### config.mk
export PLATFORM = sky130hd
export DESIGN_NAME = conv_pass_sequencer
export DESIGN_NICKNAME = d
export VERILOG_FILES = /design/src/rtl/conv_pass_sequencer_pkg.sv /design/src/rtl/conv_pass_sequencer_psum_pass_counter.sv /design/src/rtl/conv_pass_sequencer.sv
export SDC_FILE = /design/constraint.sdc
export NUM_CORES = 1
export LEC_CHECK = 0
export CAP_MARGIN = 0
export CORE_MARGIN = 1
export CORE_UTILIZATION = 40
export CTS_BUF_LIST = sky130_fd_sc_hd__clkbuf_8
export DETAILED_ROUTE_END_ITERATION = 6
export PLACE_DENSITY = 0.74
export SYNTH_ARGS = -nofsm -noshare
export SYNTH_HDL_FRONTEND = slang
export SYNTH_SLANG_ARGS = --single-unit
### constraint.sdc
create_clock -name clk -period 6.2 [get_ports clk]
set_clock_uncertainty 0.05 [all_clocks]
set_input_delay 1.24 -clock clk [delete_from_list [all_inputs] [get_ports clk]]
set_output_delay 1.24 -clock clk [all_outputs]
set_load 0.005 [all_outputs]
### src/rtl/conv_pass_sequencer_pkg.sv
// Shared types and size constants for the convolution layer sequencer and the
// zero-psum generator, so both sides agree on ofmap sizes and stage encoding.
package conv_pass_sequencer_pkg;

    typedef enum logic [2:0] {
        MODE1 = 3'd0,
        MODE2 = 3'd1,
        MODE3 = 3'd2,
        MODE4 = 3'd3,
        MODE5 = 3'd4,
        MODE6 = 3'd5,
        MODE7 = 3'd6,
        MODE8 = 3'd7
    } op_mode_t;

    typedef enum logic [2:0] {
        IDLE  = 3'd0,
        WLOAD = 3'd1,
        ILOAD = 3'd2,
        CONV  = 3'd3,
        DONE  = 3'd4
    } op_stage_t;

    localparam int DEF_L1_OFMAP = 55;
    localparam int DEF_L2_OFMAP = 27;
    localparam int DEF_L3_OFMAP = 13;
    localparam int DEF_FILTERS  = 4;
    localparam int DEF_PASS_W   = 6;

endpackage

### src/rtl/conv_pass_sequencer_psum_pass_counter.sv
// Counts accepted psums within one ofmap pass and flags the ack that completes
// the pass; the target depends on the latched layer mode.
module psum_pass_counter
    import conv_pass_sequencer_pkg::*;
#(
    parameter int L1_OFMAP = DEF_L1_OFMAP,
    parameter int L2_OFMAP = DEF_L2_OFMAP,
    parameter int L3_OFMAP = DEF_L3_OFMAP,
    parameter int FILTERS  = DEF_FILTERS,
    parameter int CNT_W    = 9
) (
    input  logic     clk,
    input  logic     clr,
    input  logic     ack,
    input  op_mode_t mode,
    output logic     last_ack
);

    logic [CNT_W-1:0] count;
    logic [CNT_W-1:0] target;

    always_comb begin
        target = CNT_W'(L3_OFMAP * FILTERS);
        case (mode)
            MODE1, MODE2: target = CNT_W'(L1_OFMAP * FILTERS);
            MODE3:        target = CNT_W'(L2_OFMAP * FILTERS);
            default:      target = CNT_W'(L3_OFMAP * FILTERS);
        endcase
    end

    assign last_ack = ack && (count == target - CNT_W'(1));

    // Holds on the final ack; the sequencer leaves CONV next edge, which clears it.
    always_ff @(posedge clk) begin
        if (clr)
            count <= '0;
        else if (ack && !last_ack)
            count <= count + CNT_W'(1);
    end

endmodule

### src/rtl/conv_pass_sequencer.sv
// Layer-level sequencer: latches the layer mode, steps WLOAD -> ILOAD -> CONV per
// pass, and pulses change_mode / conv_continue / layer_done toward the PE array.
module conv_pass_sequencer
    import conv_pass_sequencer_pkg::*;
#(
    parameter int L1_OFMAP = DEF_L1_OFMAP,
    parameter int L2_OFMAP = DEF_L2_OFMAP,
    parameter int L3_OFMAP = DEF_L3_OFMAP,
    parameter int FILTERS  = DEF_FILTERS,
    parameter int PASS_W   = DEF_PASS_W
) (
    input  logic              clk,
    input  logic              rst,
    input  logic              start,
    input  op_mode_t          mode_in,
    input  logic [PASS_W-1:0] num_pass,
    input  logic              wload_done,
    input  logic              iload_done,
    input  logic              psum_ack,
    input  logic              abort,
    output logic              change_mode,
    output op_mode_t          mode_out,
    output logic              conv_continue,
    output op_stage_t         op_stage,
    output logic [PASS_W-1:0] pass_idx,
    output logic              busy,
    output logic              layer_done
);

    localparam int MAX_OFMAP = (L1_OFMAP > L2_OFMAP)
                             ? ((L1_OFMAP > L3_OFMAP) ? L1_OFMAP : L3_OFMAP)
                             : ((L2_OFMAP > L3_OFMAP) ? L2_OFMAP : L3_OFMAP);
    localparam int CNT_W = $clog2(MAX_OFMAP * FILTERS) + 1;

    logic [PASS_W-1:0] num_pass_q;
    logic              last_ack;
    logic              cnt_clr;

    // Counter only runs in CONV, so acks in any other stage never count.
    assign cnt_clr = rst || abort || (op_stage != CONV);

    psum_pass_counter #(
        .L1_OFMAP (L1_OFMAP),
        .L2_OFMAP (L2_OFMAP),
        .L3_OFMAP (L3_OFMAP),
        .FILTERS  (FILTERS),
        .CNT_W    (CNT_W)
    ) u_psum_pass_counter (
        .clk      (clk),
        .clr      (cnt_clr),
        .ack      (psum_ack),
        .mode     (mode_out),
        .last_ack (last_ack)
    );

    always_ff @(posedge clk) begin
        if (rst) begin
            op_stage      <= IDLE;
            mode_out      <= MODE1;
            pass_idx      <= '0;
            num_pass_q    <= '0;
            change_mode   <= 1'b0;
            conv_continue <= 1'b0;
            layer_done    <= 1'b0;
            busy          <= 1'b0;
        end else if (abort) begin
            op_stage      <= IDLE;
            pass_idx      <= '0;
            num_pass_q    <= '0;
            change_mode   <= 1'b0;
            conv_continue <= 1'b0;
            layer_done    <= 1'b0;
            busy          <= 1'b0;
        end else begin
            change_mode   <= 1'b0;
            conv_continue <= 1'b0;
            layer_done    <= 1'b0;
            case (op_stage)
                IDLE: begin
                    if (start) begin
                        op_stage    <= WLOAD;
                        mode_out    <= mode_in;
                        change_mode <= 1'b1;
                        pass_idx    <= '0;
                        num_pass_q  <= (num_pass == '0) ? PASS_W'(1) : num_pass;
                        busy        <= 1'b1;
                    end
                end
                WLOAD: begin
                    if (wload_done)
                        op_stage <= ILOAD;
                end
                ILOAD: begin
                    // Pass 0 was already announced by change_mode.
                    if (iload_done) begin
                        op_stage      <= CONV;
                        conv_continue <= (pass_idx != '0);
                    end
                end
                CONV: begin
                    if (last_ack) begin
                        if (pass_idx == num_pass_q - PASS_W'(1)) begin
                            op_stage   <= DONE;
                            layer_done <= 1'b1;
                        end else begin
                            // Weights stay resident; only the next ifmap tile is loaded.
                            op_stage <= ILOAD;
                            pass_idx <= pass_idx + PASS_W'(1);
                        end
                    end
                end
                DONE: begin
                    op_stage <= IDLE;
                    busy     <= 1'b0;
                end
                default: begin
                    op_stage <= IDLE;
                    busy     <= 1'b0;
                end
            endcase
        end
    end

endmodule
==> run_results.csv, run 1 <==
group,metric,value,unit
outcome,status,"finished, final reports clean",
placement,place_congestion,0.803,
critical_path,required,6.32,ns
power_and_ir_drop,leakagePower,0.695,nW
critical_path,cp_slowest_stage_delay,0.49,ns
floorplan,rows,22,
flow_run,drv_cap,0,
floorplan,start_util,42.4,%
timing,finalSetupViolations,0,
final_layout,diodes,0,
drt,viasPerCell,5.24,
synthesis,yosysSeqAreaShare,39.4,%
grt,grt_pass1_wl,5.86,mm
final_layout,syn_to_final_growth,28.8,%
critical_path,cp_max_fo,11,
drt,first_pass_iters,4,
synthesis,ys_warn_count,0,
critical_path,cpLargestDelayFamily,"simple AND/OR/NAND/NOR gates",
synthesis,netlist_area,0.00158,mm2
critical_path,worstPathCellList,"clkdlybuf4s50_1, nand2b_1, or3_1, nand2_1, a31oi_2, a221o_1",
floorplan,die_x,64.8,um
floorplan,fp.dieArea,0.00420,mm2
drt,first_iter_violations,67,
cts,cts_sinks,31,
synthesis,synth_top_flop_cell,"dfxtp_1",
drt,drc,0,
critical_path,critPathBufInv,1,
cts,clk_path_buf_depth,2,
cts,clk-insertion-delay-late,0.28,ns
drt,drt-wirelength-per-cell,12.2,um
drt,drt-total-wl,3.31,mm
synthesis,ys_async_sr_fraction,0,%
critical_path,crit_path_end_kind,"flip-flop",
synthesis,ys_seq_elements,31,
synthesis,syn-mean-instance-area,8.39,um2
final_layout,nets,242,
timing,tightestPinTransition,0.768,ns
power_and_ir_drop,p_per_area,204,mW/mm2
grt,grt_util_all_layers,18.1,%
cts,cts_hold_buf,0,
cts,cts_resized,0,
drt,drtAntennaViolNets,0,
critical_path,arrival,2.88,ns
timing,hold_viol_final,0,
power_and_ir_drop,p_total,0.000415,W
grt,grt_max_degree,14,
grt,overflow,0,
hold_path,worstHoldPathType,"flip-flop to flip-flop",
critical_path,critPathLaunchType,"primary input",
grt,antenna_found_initial,0,
power_and_ir_drop,peakVddDrop,151,uV
synthesis,synth_edf_count,0,
grt,grt_pass1_vias,1309,
timing,grt_setup_unrepaired,"false",
cts,cts_tree,"yes",
final_layout,final_util,54.6,%
placement,io_buffers,31,
synthesis,syn_inst,188,
cts,cts_setup_buffers,0,
cts,cts_root_buffer,"clkbuf_8",
critical_path,cpMaxStageDelayCell,"or3_1",
synthesis,synth_nets,208,
final_layout,drive_gt1_share,8.07,%
timing,period_share,44.5,%
final_layout,fillers,348,
timing,fmax,362,MHz
timing,post-route-min-period,2.76,ns
timing,finalSetupTns,0,ns
floorplan,ios,32,
floorplan,design.core.area,0.00372,mm2
cts,cts.clk_slew.worst_paths,0.06,ns
cts,numCtsBuffers,5,
synthesis,yosysUniqueCellTypes,45,
timing,finalMaxSlewViolations,0,
drt,vias,1421,
timing,slew_headroom,48.4,%
placement,hpwl,2.41,mm
critical_path,crit_type,"primary input to flip-flop",
cts,htree_levels,2,
floorplan,die_y,64.8,um
[registers in the layout, summed over array words and instances (netlist names)]
register	cells
conv_continue	1
u_psum_pass_counter.count	9
num_pass_q	6
pass_idx	6
mode_out	3
busy	1
op_stage	3
layer_done	1
change_mode	1
[cells in the mapped netlist (all sizes together), types with 2 or more instances]
cell type,count,area [um2]
nor3,7,40.0
xnor2,9,78.8
and2,2,12.5
nand2b,3,18.8
or3,4,25.0
nor2b,3,18.8
nand2,21,78.8
o2111ai,2,17.5
xor2,5,43.8
inv,9,33.8
nor2,22,82.6
a311o,2,21.3
o21ai,10,50.1
nor3b,2,15.0
ha,4,50.1
o21a,2,15.0
a21oi,12,60.1
a31oi,2,18.8
dfxtp,31,621
and3,4,26.3
o22ai,2,12.5
or4,2,15.0
nand4,3,18.8
a41o,2,22.5
nor4,2,12.5
nand3,4,20.0
clkbuf,3,11.3
[final timing paths]
path | start | endpoint | slack (ns) | depth (start not counted)
worst max-delay path | start | pass_idx[5] | 3.44 | 6
worst min-delay path | num_pass_q[1] | num_pass_q[1] | 0.43 | 2
worst max register to register | u_psum_pass_counter.count[0] | pass_idx[5] | 3.62 | 6
worst min register to register | num_pass_q[1] | num_pass_q[1] | 0.43 | 2
[worst register-to-register path, delay by kind of cell (launching register included)]
family | cells | cell delay [ns]
simple gates | 2 | 0.84
compound gates | 3 | 0.94
fa+ha+maj | 1 | 0.25
flops | 1 | 0.39
[per-layer routing]
layer	global-route usage (%)	wire (um)
met1	23.2	1620
met2	29.0	1500
met3	3.70	131
met4	8.33	62
met5	0	0
[cell usage in the layout, fill, tap and decap left out, types with 3 or more instances in the layout]
| cell type | instances |
|---|---|
| nor2b_1 | 3 |
| nand3_1 | 4 |
| clkbuf_8 | 7 |
| clkdlybuf4s50_1 | 31 |
| dfxtp_1 | 31 |
| nand2b_1 | 3 |
| nor3_1 | 6 |
| a21oi_1 | 12 |
| inv_1 | 10 |
| nor2_1 | 22 |
| nand4_1 | 3 |
| xor2_1 | 5 |
| or3_1 | 4 |
| o21ai_0 | 10 |
| nand2_1 | 21 |
| xnor2_1 | 9 |
| ha_1 | 4 |
| and3_1 | 3 |
[cell type report]
type                    instances  area [um2]  share of cell area, %
flip-flops and latches         31         621                   30.6
well taps                      48        60.1                   2.96
multi-input cells             144         906                   44.6
clock inverters                 1        3.75                  0.185
repair buffers                 31         310                   15.3
inverters                       9        33.8                   1.66
clock buffers                   7        96.3                   4.74
[cell families (layout without fill, tap and decap cells)]
kind of cell | count (synthesis) | count (layout) | synth area share (%)
buffers and inverters | 13 | 48 | 3.17
xor gates and xnor gates | 14 | 14 | 7.78
AOI/OAI and AO/OA | 42 | 42 | 18.6
and+or+nand+nor | 83 | 83 | 27.3
muxes | 1 | 1 | 0.635
DFF | 31 | 31 | 39.4
adders and majority gates | 4 | 4 | 3.17
[power by group]
part / switching, W / total [W] / internal [W] / leakage, nW
Sequential: 0.00000343 / 0.000206 / 0.000203 / 0.251
Clock: 0.0000730 / 0.000173 / 0.0000995 / 0.0557
Combinational: 0.0000159 / 0.0000366 / 0.0000207 / 0.388
Total: 0.0000924 / 0.000415 / 0.000323 / 0.695
[metrics by stage]
step / instances / worst slack (ns) / hold WS, ns / instance area, um2
6_report: 271 / 3.44 / 0.426 / 2030
2_1_floorplan: 188 / 3.87 / 0.395 / 1580
4_1_cts: 271 / 3.45 / 0.428 / 2030
3_3_place_gp: 263 / 3.18 / 0.419 / 1930
3_5_place_dp: 263 / 3.15 / 0.419 / 1930
5_1_grt: 271 / 3.34 / 0.453 / 2030
Note: power is estimated with default switching activity, not from simulation.
==> run 2, diff against run 1 <==
Settings changed: PLACE_DENSITY 0.74 to 0.76.
Clock period 6.2 ns to 2.5 ns, I/O delays scaled along.
==> run 2 against run 1 <==
  * Power grew 130%
  * Non-clock buffer count grew 4
  * Count of clock-buffer cells in the layout shrank 2
  * Register-to-register slack lost 3.4 ns
  * Sequential cell count is the same
  * Routed wire length shrank 1.4%
  * First-iteration DRC count grew 1.5%
  * Design area grew 0.12%
  * Worst setup slack lost 3.2 ns
  * Final cell count grew 0.74%
==> run_results.csv, run 2 (synthesis results as in run 1) <==
group,metric,value,unit
outcome,status,"finished, final reports clean",
placement,placed_cells,267,
cts,htree_levels,2,
placement,place_congestion,0.772,
timing,finalSetupTns,0,ns
timing,whs,0.427,ns
cts,numCtsBuffers,5,
hold_path,min_to,"num_pass_q[5]",
drt,drc,0,
cts,cts_sinks,31,
power_and_ir_drop,leakagePower,0.700,nW
floorplan,ios,32,
floorplan,die_x,64.8,um
final_layout,diodes,0,
critical_path,crit_path_end_kind,"flip-flop",
timing,hold_viol_final,0,
floorplan,design.core.area,0.00372,mm2
grt,grt_pass1_wl,5.69,mm
drt,first_iter_violations,68,
flow_run,drv_cap,0,
critical_path,cp_max_fo,10,
floorplan,fp.dieArea,0.00420,mm2
grt,grt_max_degree,14,
critical_path,r2r_cells,8,
critical_path,critPathLaunchType,"flip-flop",
timing,fmax,443,MHz
cts,cts_root_buffer,"clkbuf_8",
final_layout,fillers,351,
cts,cts_setup_buffers,0,
floorplan,rows,22,
floorplan,die_y,64.8,um
cts,clk_path_buf_depth,2,
final_layout,largestRegisters,"u_psum_pass_counter.count x9, num_pass_q x6, pass_idx x6",
drt,vias,1443,
critical_path,regToRegSetupSlack,0.24,ns
cts,cts.clk_slew.worst_paths,0.06,ns
critical_path,crit_type,"flip-flop to flip-flop",
power_and_ir_drop,peakVddDrop,221,uV
hold_path,hp-start,"num_pass_q[5]",
placement,io_buffers,31,
timing,grt_setup_unrepaired,"false",
grt,grt_util_all_layers,17.5,%
cts,clk-insertion-delay-late,0.28,ns
final_layout,layout.cells.non_filler,273,
drt,drtAntennaViolNets,0,
final_layout,largest_register_ffs,9,
power_and_ir_drop,p_per_area,467,mW/mm2
grt,grt_pass1_vias,1284,
drt,first_pass_iters,4,
cts,cts_tree,"yes",
cts,cts_resized,0,
final_layout,layout_common_cells,"31 x dfxtp_1, 31 x clkdlybuf4s50_1, 22 x nor2_1",
placement,hpwl,2.45,mm
drt,viasPerCell,5.29,
timing,period_share,90.4,%
critical_path,r2r-end,"pass_idx[5]",
grt,overflow,0,
floorplan,start_util,42.4,%
hold_path,holdPathStages,2,
critical_path,arrival,2.38,ns
grt,antenna_found_initial,0,
power_and_ir_drop,p_total,0.000950,W
critical_path,required,2.62,ns
hold_path,worstHoldPathType,"flip-flop to flip-flop",
final_layout,syn_to_final_growth,29.0,%
timing,slew_headroom,63.3,%
timing,post-route-min-period,2.26,ns
timing,finalMaxSlewViolations,0,
drt,drt-total-wl,3.26,mm
final_layout,largest_register,"u_psum_pass_counter.count",
timing,finalSetupViolations,0,
cts,cts_hold_buf,0,
drt,drt-wirelength-per-cell,11.9,um
final_layout,nets,246,
final_layout,drive_gt1_share,8.89,%
timing,tightestPinTransition,0.547,ns
critical_path,r2r_start,"num_pass_q[0]",
[run 2: cell types whose count changed in the layout (fill, tap and decap cells not counted), sizes merged]
cell    before  now
buf          0    4
clkbuf       7    5
[run 2: area by class of cell]
| class | instances | area (um2) | area share (%) |
|---|---|---|---|
| timing repair buffer | 35 | 340 | 16.7 |
| clock inverter | 1 | 3.75 | 0.185 |
| sequential | 31 | 621 | 30.5 |
| tap | 48 | 60.1 | 2.95 |
| inverter | 9 | 33.8 | 1.66 |
| multi-input combinational | 144 | 906 | 44.6 |
| clock buffer | 5 | 68.8 | 3.38 |
[run 2: critical path, stage by stage, from the launching register on]
cell and delay (ns):
dfxtp_1 0.38, inv_1 0.06, ha_1 0.22, nand2b_1 0.17, and2_1 0.16, o2111ai_1 0.18
a311o_1 0.35, a31oi_2 0.21, a221o_1 0.38
[run 2: worst max-delay path by stage]
| stage | from | to | slack (ns) | cells past startpoint |
|---|---|---|---|---|
| finish | num_pass_q[0] | pass_idx[5] | 0.24 | 8 |
| floorplan | u_psum_pass_counter.count[0] | pass_idx[5] | 0.17 | 6 |
| global route | num_pass_q[0] | pass_idx[5] | 0.07 | 8 |
| global placement | u_psum_pass_counter.count[0] | pass_idx[5] | 0.26 | 6 |
| CTS | u_psum_pass_counter.count[0] | pass_idx[5] | 0.24 | 6 |
| detailed placement | u_psum_pass_counter.count[0] | pass_idx[5] | 0.24 | 6 |
[run 2: through the flow]
step / utilization, % / instance area [um2] / worst slack [ns]
after floorplan: - / 1580 / 0.167
after global routing: 54.7 / 2030 / 0.0709
final: 54.7 / 2030 / 0.240
after global placement: 52.8 / 1960 / 0.255
after detailed placement: 52.8 / 1960 / 0.237
after CTS: 54.7 / 2030 / 0.236
[run 2: layer usage]
layer / vias to the layer above / routed length [um] / GRT usage [%]
met3: 7 / 112 / 4.75
li1: 745 / - / -
met1: 663 / 1680 / 22.6
met5: - / 0 / 0
met2: 28 / 1410 / 27.1
met4: 0 / 61 / 7.50
[run 2: power breakdown]
| part | switching, W | internal (W) |
|---|---|---|
| combinational | 0.0000406 | 0.0000552 |
| sequential | 0.00000841 | 0.000503 |
| clock | 0.000162 | 0.000181 |
| total | 0.000211 | 0.000738 |
